**src/rtl/muldiv_unit.sv**
```systemverilog
// muldiv_unit: iterative RV32M multiply/divide unit.
// Computes one result bit per cycle on unsigned magnitudes and fixes the sign
// on the final edge. Divide-by-zero and signed overflow finish at accept.
//
// Ports:
//   clk, rst_n            clock, asynchronous active-low reset
//   in_valid, in_ready    request handshake (op/src1/src2 sampled on accept)
//   op                    funct3: MUL MULH MULHSU MULHU DIV DIVU REM REMU
//   src1, src2            rs1 / rs2 operands
//   kill                  synchronous abort, highest priority
//   out_valid, out_ready  result handshake
//   result                registered result
module muldiv_unit #(
  parameter int unsigned DWIDTH = 32
) (
  input  logic              clk,
  input  logic              rst_n,
  input  logic              in_valid,
  output logic              in_ready,
  input  logic [2:0]        op,
  input  logic [DWIDTH-1:0] src1,
  input  logic [DWIDTH-1:0] src2,
  input  logic              kill,
  output logic              out_valid,
  input  logic              out_ready,
  output logic [DWIDTH-1:0] result
);

  localparam int unsigned CntW = $clog2(DWIDTH) + 1;
  localparam logic [DWIDTH-1:0] MinNeg = {1'b1, {(DWIDTH-1){1'b0}}};
  localparam logic [CntW-1:0] LastCnt = CntW'(DWIDTH - 1);

  typedef enum logic [1:0] {StIdle, StCalc, StDone} state_e;

  state_e                  state_q, state_d;
  logic [CntW-1:0]         cnt_q, cnt_d;
  logic [2:0]              op_q, op_d;
  logic                    neg1_q, neg1_d;
  logic                    neg2_q, neg2_d;
  // Multiplicand (multiply) or divisor (divide) magnitude.
  logic [DWIDTH-1:0]       opa_q, opa_d;
  // Multiply: {partial product, remaining multiplier bits}.
  // Divide:   {partial remainder, dividend bits / quotient bits}.
  logic [2*DWIDTH-1:0]     acc_q, acc_d;
  logic [DWIDTH-1:0]       result_q, result_d;

  // Accept-time decode.
  logic              signed1, signed2, neg1, neg2, div_zero, div_ovf, fast;
  logic [DWIDTH-1:0] mag1, mag2, fast_res;

  always_comb begin
    signed1 = 1'b0;
    signed2 = 1'b0;
    unique case (op)
      3'd0, 3'd1, 3'd4, 3'd6: begin signed1 = 1'b1; signed2 = 1'b1; end
      3'd2:                   signed1 = 1'b1;
      default:                ;
    endcase
    neg1     = signed1 & src1[DWIDTH-1];
    neg2     = signed2 & src2[DWIDTH-1];
    mag1     = neg1 ? -src1 : src1;
    mag2     = neg2 ? -src2 : src2;
    div_zero = op[2] && (src2 == '0);
    div_ovf  = op[2] && !op[0] && (src1 == MinNeg) && (&src2);
    fast     = div_zero || div_ovf;
    if (div_zero) fast_res = op[1] ? src1 : '1;
    else          fast_res = op[1] ? '0 : src1;
  end

  // One iteration step.
  logic [DWIDTH:0]     mul_sum, rem_sh;
  logic [DWIDTH-1:0]   rem_diff;
  logic                rem_ge;
  logic [2*DWIDTH-1:0] mul_next, div_next, step_acc;

  always_comb begin
    mul_sum  = {1'b0, acc_q[2*DWIDTH-1:DWIDTH]} + (acc_q[0] ? {1'b0, opa_q} : '0);
    mul_next = {mul_sum, acc_q[DWIDTH-1:1]};
    rem_sh   = {acc_q[2*DWIDTH-1:DWIDTH], acc_q[DWIDTH-1]};
    rem_ge   = rem_sh >= {1'b0, opa_q};
    // When rem_ge holds the true difference is below the divisor, so it fits.
    rem_diff = rem_sh[DWIDTH-1:0] - opa_q;
    div_next = {(rem_ge ? rem_diff : rem_sh[DWIDTH-1:0]), acc_q[DWIDTH-2:0], rem_ge};
    step_acc = op_q[2] ? div_next : mul_next;
  end

  // Sign fix-up applied to the last iteration's output.
  logic [2*DWIDTH-1:0] prod_s;
  logic [DWIDTH-1:0]   quo, remd, calc_res;

  always_comb begin
    prod_s = (neg1_q ^ neg2_q) ? -step_acc : step_acc;
    quo    = step_acc[DWIDTH-1:0];
    remd   = step_acc[2*DWIDTH-1:DWIDTH];
    unique case (op_q)
      3'd0:             calc_res = prod_s[DWIDTH-1:0];
      3'd1, 3'd2, 3'd3: calc_res = prod_s[2*DWIDTH-1:DWIDTH];
      3'd4, 3'd5:       calc_res = (neg1_q ^ neg2_q) ? -quo : quo;
      default:          calc_res = neg1_q ? -remd : remd;
    endcase
  end

  always_comb begin
    state_d  = state_q;
    cnt_d    = cnt_q;
    op_d     = op_q;
    neg1_d   = neg1_q;
    neg2_d   = neg2_q;
    opa_d    = opa_q;
    acc_d    = acc_q;
    result_d = result_q;
    if (kill) begin
      state_d = StIdle;
    end else begin
      unique case (state_q)
        StIdle: begin
          if (in_valid) begin
            op_d   = op;
            neg1_d = neg1;
            neg2_d = neg2;
            opa_d  = op[2] ? mag2 : mag1;
            acc_d  = {{DWIDTH{1'b0}}, (op[2] ? mag1 : mag2)};
            cnt_d  = '0;
            if (fast) begin
              state_d  = StDone;
              result_d = fast_res;
            end else begin
              state_d = StCalc;
            end
          end
        end
        StCalc: begin
          acc_d = step_acc;
          cnt_d = cnt_q + 1'b1;
          if (cnt_q == LastCnt) begin
            state_d  = StDone;
            result_d = calc_res;
          end
        end
        StDone: begin
          if (out_ready) state_d = StIdle;
        end
        default: state_d = StIdle;
      endcase
    end
  end

  always_ff @(posedge clk or negedge rst_n) begin
    if (!rst_n) begin
      state_q  <= StIdle;
      cnt_q    <= '0;
      op_q     <= '0;
      neg1_q   <= 1'b0;
      neg2_q   <= 1'b0;
      opa_q    <= '0;
      acc_q    <= '0;
      result_q <= '0;
    end else begin
      state_q  <= state_d;
      cnt_q    <= cnt_d;
      op_q     <= op_d;
      neg1_q   <= neg1_d;
      neg2_q   <= neg2_d;
      opa_q    <= opa_d;
      acc_q    <= acc_d;
      result_q <= result_d;
    end
  end

  assign in_ready  = (state_q == StIdle);
  assign out_valid = (state_q == StDone);
  assign result    = result_q;

endmodule

```
**config.mk**
```make
export PLATFORM = sky130hd
export DESIGN_NAME = muldiv_unit
export DESIGN_NICKNAME = d
export VERILOG_FILES = /design/src/rtl/muldiv_unit.sv
export SDC_FILE = /design/constraint.sdc
export NUM_CORES = 1
export LEC_CHECK = 0
export CORE_ASPECT_RATIO = 2
export CORE_MARGIN = 10
export CORE_UTILIZATION = 64
export CTS_BUF_LIST = sky130_fd_sc_hd__clkbuf_2
export DETAILED_ROUTE_END_ITERATION = 16
export PLACE_DENSITY_LB_ADDON = 0.08
export REMOVE_ABC_BUFFERS = 1
export SLEW_MARGIN = 40
export SYNTH_ARGS = -nofsm -noshare
export SYNTH_HDL_FRONTEND = slang
export SYNTH_SLANG_ARGS = --single-unit
```
**constraint.sdc**
```tcl
create_clock -name clk -period 13 [get_ports clk]
set_input_delay 1.95 -clock clk [delete_from_list [all_inputs] [get_ports clk]]
set_output_delay 1.95 -clock clk [all_outputs]
set_load 0.03 [all_outputs]
```
After elaboration in Yosys (flattened, before gate mapping). Cells that the tools add are included.

Flip-flop bits (word level): 141. Input bits: 72. Logic and storage cells: 90.

$lt $le $gt $ge: 1. Bitwise operators: 4. Multiplexer cells: 30. Equality and inequality tests: 19. Reduce and logical (&&, ||, !) cells: 20. Add/sub/neg operators: 8.

Operators by type and width (number): $mux W32 (14); $mux W64 (3); $neg A32 Y32 (4); $pmux W64 S2 (1); $pmux W32 S3 (1); $neg A64 Y64 (1); $pmux W32 S2 (1); $add A32 B32 Y33 (1); $ge A33 B32 Y1 (1); $eq A32 B32 Y1 const B (1); $logic_not A32 Y1 (1); $reduce_and A32 Y1 (1); $sub A32 B32 Y32 (1); $eq A3 B3 Y1 const B (4); $pmux W6 S2 (1); $mux W2 (5); $eq A3 B2 Y1 const B (3); $reduce_and A3 Y1 (3); $add A6 B1 Y6 const B (1); $eq A3 B1 Y1 const B (2); $eq A6 B5 Y1 const B (1); $logic_not A3 Y1 (2); $mux W6 (1); $ne A3 B2 Y1 const B (2); 20 further kinds (26).

Logic depth before layout (Yosys ltp).
Word-level depth: 9. Gate-level depth with buffers: 27.

Worst setup path after synthesis. No wires, ideal clock.

Kind: flip-flop to flip-flop. Start point: register acc_q[61]. End point: register result_q[30] (netlist: result[30]). Arrival time: 5.137 ns. Path buffers: 4. Cell stages (with the launch flop): 23. Period minus slack after synthesis: 5.268 ns. Path slack: 7.732 ns. Cells stage by stage: dfrtp_1 ha_1 a21o_1 a211o_1 nor4_4 a21oi_2 clkbuf_1 clkbuf_1 a21oi_1 ha_1 nor3b_1 o221ai_1 or2_2 nor2_1 and3_1 and2_1 clkbuf_1 and2_1 clkbuf_1 nor2_1 or4_1 a211oi_1 a211oi_1.

Cells in the longest elaborated chain, start to end: 8.

RTL lines: from (decl) (line 44) `logic [2*DWIDTH-1:0] acc_q, acc_d;`; from (signal assigned) (line 156) `acc_q <= '0;`; from (signal assigned) (line 165) `acc_q <= acc_d;`; $sub A32 B32 Y32 / $ge A33 B32 Y1 (equally long branches) (line 82, 80); $mux W32 (line 83) `div_next = {(rem_ge ? rem_diff : rem_sh[DWIDTH-1:0]), acc_q[DWIDTH-2:0], rem_ge};`; $mux W64 * (line 84) `step_acc = op_q[2] ? div_next : mul_next;`; $neg A64 Y64 / $neg A32 Y32 (equally long branches) (line 92, 99); $mux W64 / $mux W32 (equally long branches) (line 92, 99); $pmux W32 S3 * (line 95) `unique case (op_q)`; $mux W32 * (line 135) `if (cnt_q == LastCnt) begin`; $pmux W32 S2 * (line 115) `unique case (state_q)`; to (signal assigned) (line 166) `result_q <= result_d;`; to (decl) (line 45) `logic [DWIDTH-1:0] result_q, result_d;`.

Mark *: on every way between the ends. The rest lies on a longest branch, timed or not. The select of a mux whose other input is x is not followed. A chain may end at the register's enable or synchronous reset.

Final worst setup path.
Start point: register acc_q[57]. End point: register result_q[4] (netlist: result[4]).

Cells in the longest elaborated chain, start to end: 8.

RTL lines: $ge A33 B32 Y1 * (line 80) `rem_ge = rem_sh >= {1'b0, opa_q};`; $mux W32 (line 83); $mux W64 * (line 84); $neg A64 Y64 / $neg A32 Y32 (equally long branches) (line 92, 99); $mux W64 / $mux W32 (equally long branches) (line 92, 99); $pmux W32 S3 * (line 95); $mux W32 * (line 135); $pmux W32 S2 * (line 115).

Marks and branches as above.

==> metrics.md <==
| Metric | Value |
|---|---|
| CTS Hold Bufs | `0` |
| Post-DP HPWL | `48800 µm` |
| Most frequent cells in the layout | `nand2_1 (291), o21ai_0 (249), a21oi_1 (236), nor2_1 (187), dfrtp_1 (139)` |
| Worst Setup End Kind | `flop` |
| Pwr/cell area | `245 nW/µm²` |
| Post-cts sizing count | `0` |
| Hold path startpoint | `result[12]$_DFFE_PN0P_` |
| Worst slew pin tran | `0.862 ns` |
| Finished Layout Cells | `2576` |
| YS warnings | `0` |
| Flop and latch count out of synthesis | `141` |
| Post-placement cell area | `17100 µm²` |
| Drc violations | `0` |
| Clock latency on the worst-skew pair | `0.93 ns` |
| Max-cap violation count | `0` |
| Chip height | `243 µm` |
| First-pass detailed-route iteration total | `9` |
| Cell taking the most area after synthesis | `dfrtp_1` |
| Global-route wire length before repair | `100000 µm` |
| Cell area after layout | `17400 µm²` |
| Vias per Instance | `7.06` |
| Share of the synthesized area in the top cell type | `22.2%` |
| Final Hold Vio Count | `0` |
| Sink Count | `141` |
| Sequential share of the synthesized area | `22.2%` |
| Final Cycle Share | `45.7%` |
| Critical Path Source Type | `flop` |
| Sw Share | `58.4%` |
| Initial core utilization | `65.0%` |
| RSZ-0062 raised after global routing | `no` |
| DIE WIDTH | `131 µm` |
| Critical path type | `flop to flop` |
| Simple-gate share of the synthesized area | `23.7%` |
| Required time worst endpoint | `13.79 ns` |
| Clock network fraction of design power | `6.5%` |
| Status | `complete, no violations` |
| Async S/R FF share, synth | `100%` |
| Hold path endpoint | `result[12]$_DFFE_PN0P_` |
| Largest net degree at the start of global routing | `90` |
| Post-Syn Area | `15900 µm²` |
| Post-Syn Instances | `2202` |
| Tot Pwr | `0.00424 W` |
| Max-slew violations | `0` |
| Mux contribution to synthesized area | `3.78%` |
| Rel. slew slack | `42.1%` |
| Internal power | `0.00177 W` |
| Final WL | `65500 µm` |
| Gr usage total | `39.7%` |
| P_leak | `7.12 nW` |
| IO buf count | `105` |
| Synth cell types | `94` |
| Switching pwr | `0.00248 W` |
| Fraction of the mapped netlist area in compound gates | `30.3%` |
| Comb pwr share | `74.8%` |
| Io pins | `106` |
| Post-route ant nets | `0` |
| GPL Wtd Cong | `1.12` |
| Clock skew | `0.0451 ns` |
| Fin crit period | `5.94 ns` |
| Largest family of logic cells by synthesized area | `compound AO/OA/AOI/OAI gates` |
| Peak VDD IR | `0.153 mV` |
| Post-placement cell count | `2543` |
| Final nets | `2374` |
| DR iter-0 viols | `2360` |
| Post-synth EDFFs | `0` |
| Post-CTS Setup Repair Bufs | `0` |
| Hold depth | `1` |
| CTS tree | `yes` |
| CTS buffer count | `17` |
| CTS HTree Levels | `4` |
| Total number of vias | `18190` |
| GRT overflow | `0` |
| Final setup fails | `0` |
| Hold WC Path Type | `flop to flop` |
| Share of layout cells above drive strength 1 | `5.80%` |
| Worst-path clk slew | `0.26 ns` |
| Post-Synth Adder-Cell Area | `5.77%` |
| FF-to-FF End | `result[4]$_DFFE_PN0P_` |
| Synth Area in XOR/XNOR | `9.38%` |
| Core ar. | `24400 µm²` |
| Die ar. | `31900 µm²` |
| Wire length per cell after detailed routing | `25.4 µm` |
| Number of global-route vias before repair | `18008` |
| Post-synth top flop | `dfrtp_1` |
| Commonest non-fill, non-tap cell in the layout | `nand2_1` |
| Initial antenna violation count | `3` |
| Max Clock Freq | `168 MHz` |
| Worst flop-to-flop path startpoint | `acc_q[57]$_DFFE_PN0P_` |
| Clock Tree Buf Depth | `2` |
| Arr. time, crit path | `6.73 ns` |
| Layout area overhead | `9.36%` |
| Setup TNS | `0 ns` |
| Mean Syn Cell Area | `7.21 µm²` |
| Clock root cell | `clkbuf_2` |
| Rows | `81` |
| Largest cells by area after synthesis | `dfrtp_1 (22%), o21ai_0 (7.9%), a21oi_1 (7.4%)` |
| Sequential share of power | `18.6%` |
| Max FO, Critical Path | `9` |
| Reg2Reg Setup Slack | `7.06 ns` |
| Reg2Reg Depth | `21` |
[kinds of logic after synthesis]
kind of cell,count (synthesis)
compound gates,781
xor+xnor,170
fa+ha+maj,72
buf+inv,193
flops,141
mux,59
simple gates,786
[synthesized netlist by cell type, drive strengths merged, types with 11 or more instances]
master  count
a221oi     13
nand4      34
nor2      189
nand3      37
buf        41
mux2i      52
o21ai     265
ha         70
a211oi     27
o221ai     11
a21oi     241
inv        64
a31oi      24
o21a       23
or3        15
o211ai     20
clkbuf     88
or2        11
dfrtp     141
and2       47
nand2     291
or4        11
a21o       19
nor4       20
nor3       66
xnor2      95
xor2       75
a22o       15
and3       14
o31ai      20
[power groups by stage]
| stage | sequential [W] | clock, W | combinational (W) |
|---|---|---|---|
| 6_report | 0.000791 | 0.000277 | 0.00318 |
| 4_1_cts | 0.000779 | 0.000277 | 0.00303 |
| 2_1_floorplan | 0.000815 | 0 | 0.00203 |
| 5_1_grt | 0.000805 | 0.000290 | 0.00340 |
| 3_5_place_dp | 0.000788 | 0 | 0.00301 |
| 3_3_place_gp | 0.000782 | 0 | 0.00295 |
[worst max-delay path: stages, from the launching register on]
cell and delay [ns]:
dfrtp_1 0.49, ha_1 0.48, a21oi_2 0.31, o21a_1 0.22, o221ai_1 0.22, nor4_4 0.53, a21oi_2 0.15, a21oi_1 0.20
ha_1 0.23, nor3b_1 0.25, o221ai_1 0.17, or2_2 0.35, nor2_1 0.18, and3_1 0.21, and2_1 0.32, nand2_1 0.37
o21ai_0 0.33, nor2_1 0.06, a21oi_1 0.12, a21oi_1 0.10, a211oi_1 0.37, o31ai_1 0.13
[worst max-delay path by stage]
stage	endpoint	slack, ns	depth (start not counted)	start
floorplan	result[26]$_DFFE_PN0P_	6.13	6	in_valid
global placement	result[26]$_DFFE_PN0P_	6.56	12	src2[4]
detailed placement	result[26]$_DFFE_PN0P_	6.75	12	src2[4]
CTS	result[4]$_DFFE_PN0P_	7.25	21	acc_q[57]$_DFFE_PN0P_
global route	result[21]$_DFFE_PN0P_	6.71	18	acc_q[0]$_DFFE_PN0P_
finish	result[4]$_DFFE_PN0P_	7.06	21	acc_q[57]$_DFFE_PN0P_
[registers in the layout, indices dropped and copies added (netlist names)]
name and cells:
cnt_q 6, neg2_q 1, opa_q 32, acc_q 64, op_q 3, neg1_q 1, state_q 2, result 32
[final cells by class]
type / count / area, µm²
antenna: 1 / 2.50
clock buffer: 18 / 90.1
clock inverter: 14 / 130
fill: 2145 / 7070
inverter: 64 / 240
multi-input combinational: 1868 / 11700
sequential: 141 / 3530
tap: 332 / 415
timing repair buffer: 138 / 1290
[metrics by stage]
step           hold WS, ns  setup WS [ns]  util, %
4_1_cts              0.518           7.25     71.0
3_5_place_dp         0.469           6.75     70.1
5_1_grt              0.556           6.71     71.1
3_3_place_gp         0.467           6.56     70.0
2_1_floorplan        0.464           6.13        -
6_report             0.515           7.06     71.1
[layer usage]
layer  vias up  global-route usage, %  part of all wire [%]
li1       8094                      -                     -
met1      8374                   41.3                    33
met2      1275                   66.9                    47
met3       443                   8.71                   9.6
met4         4                   33.4                   9.7
met5         -                      0                 0.060
Power figures use the tool's default switching activity.
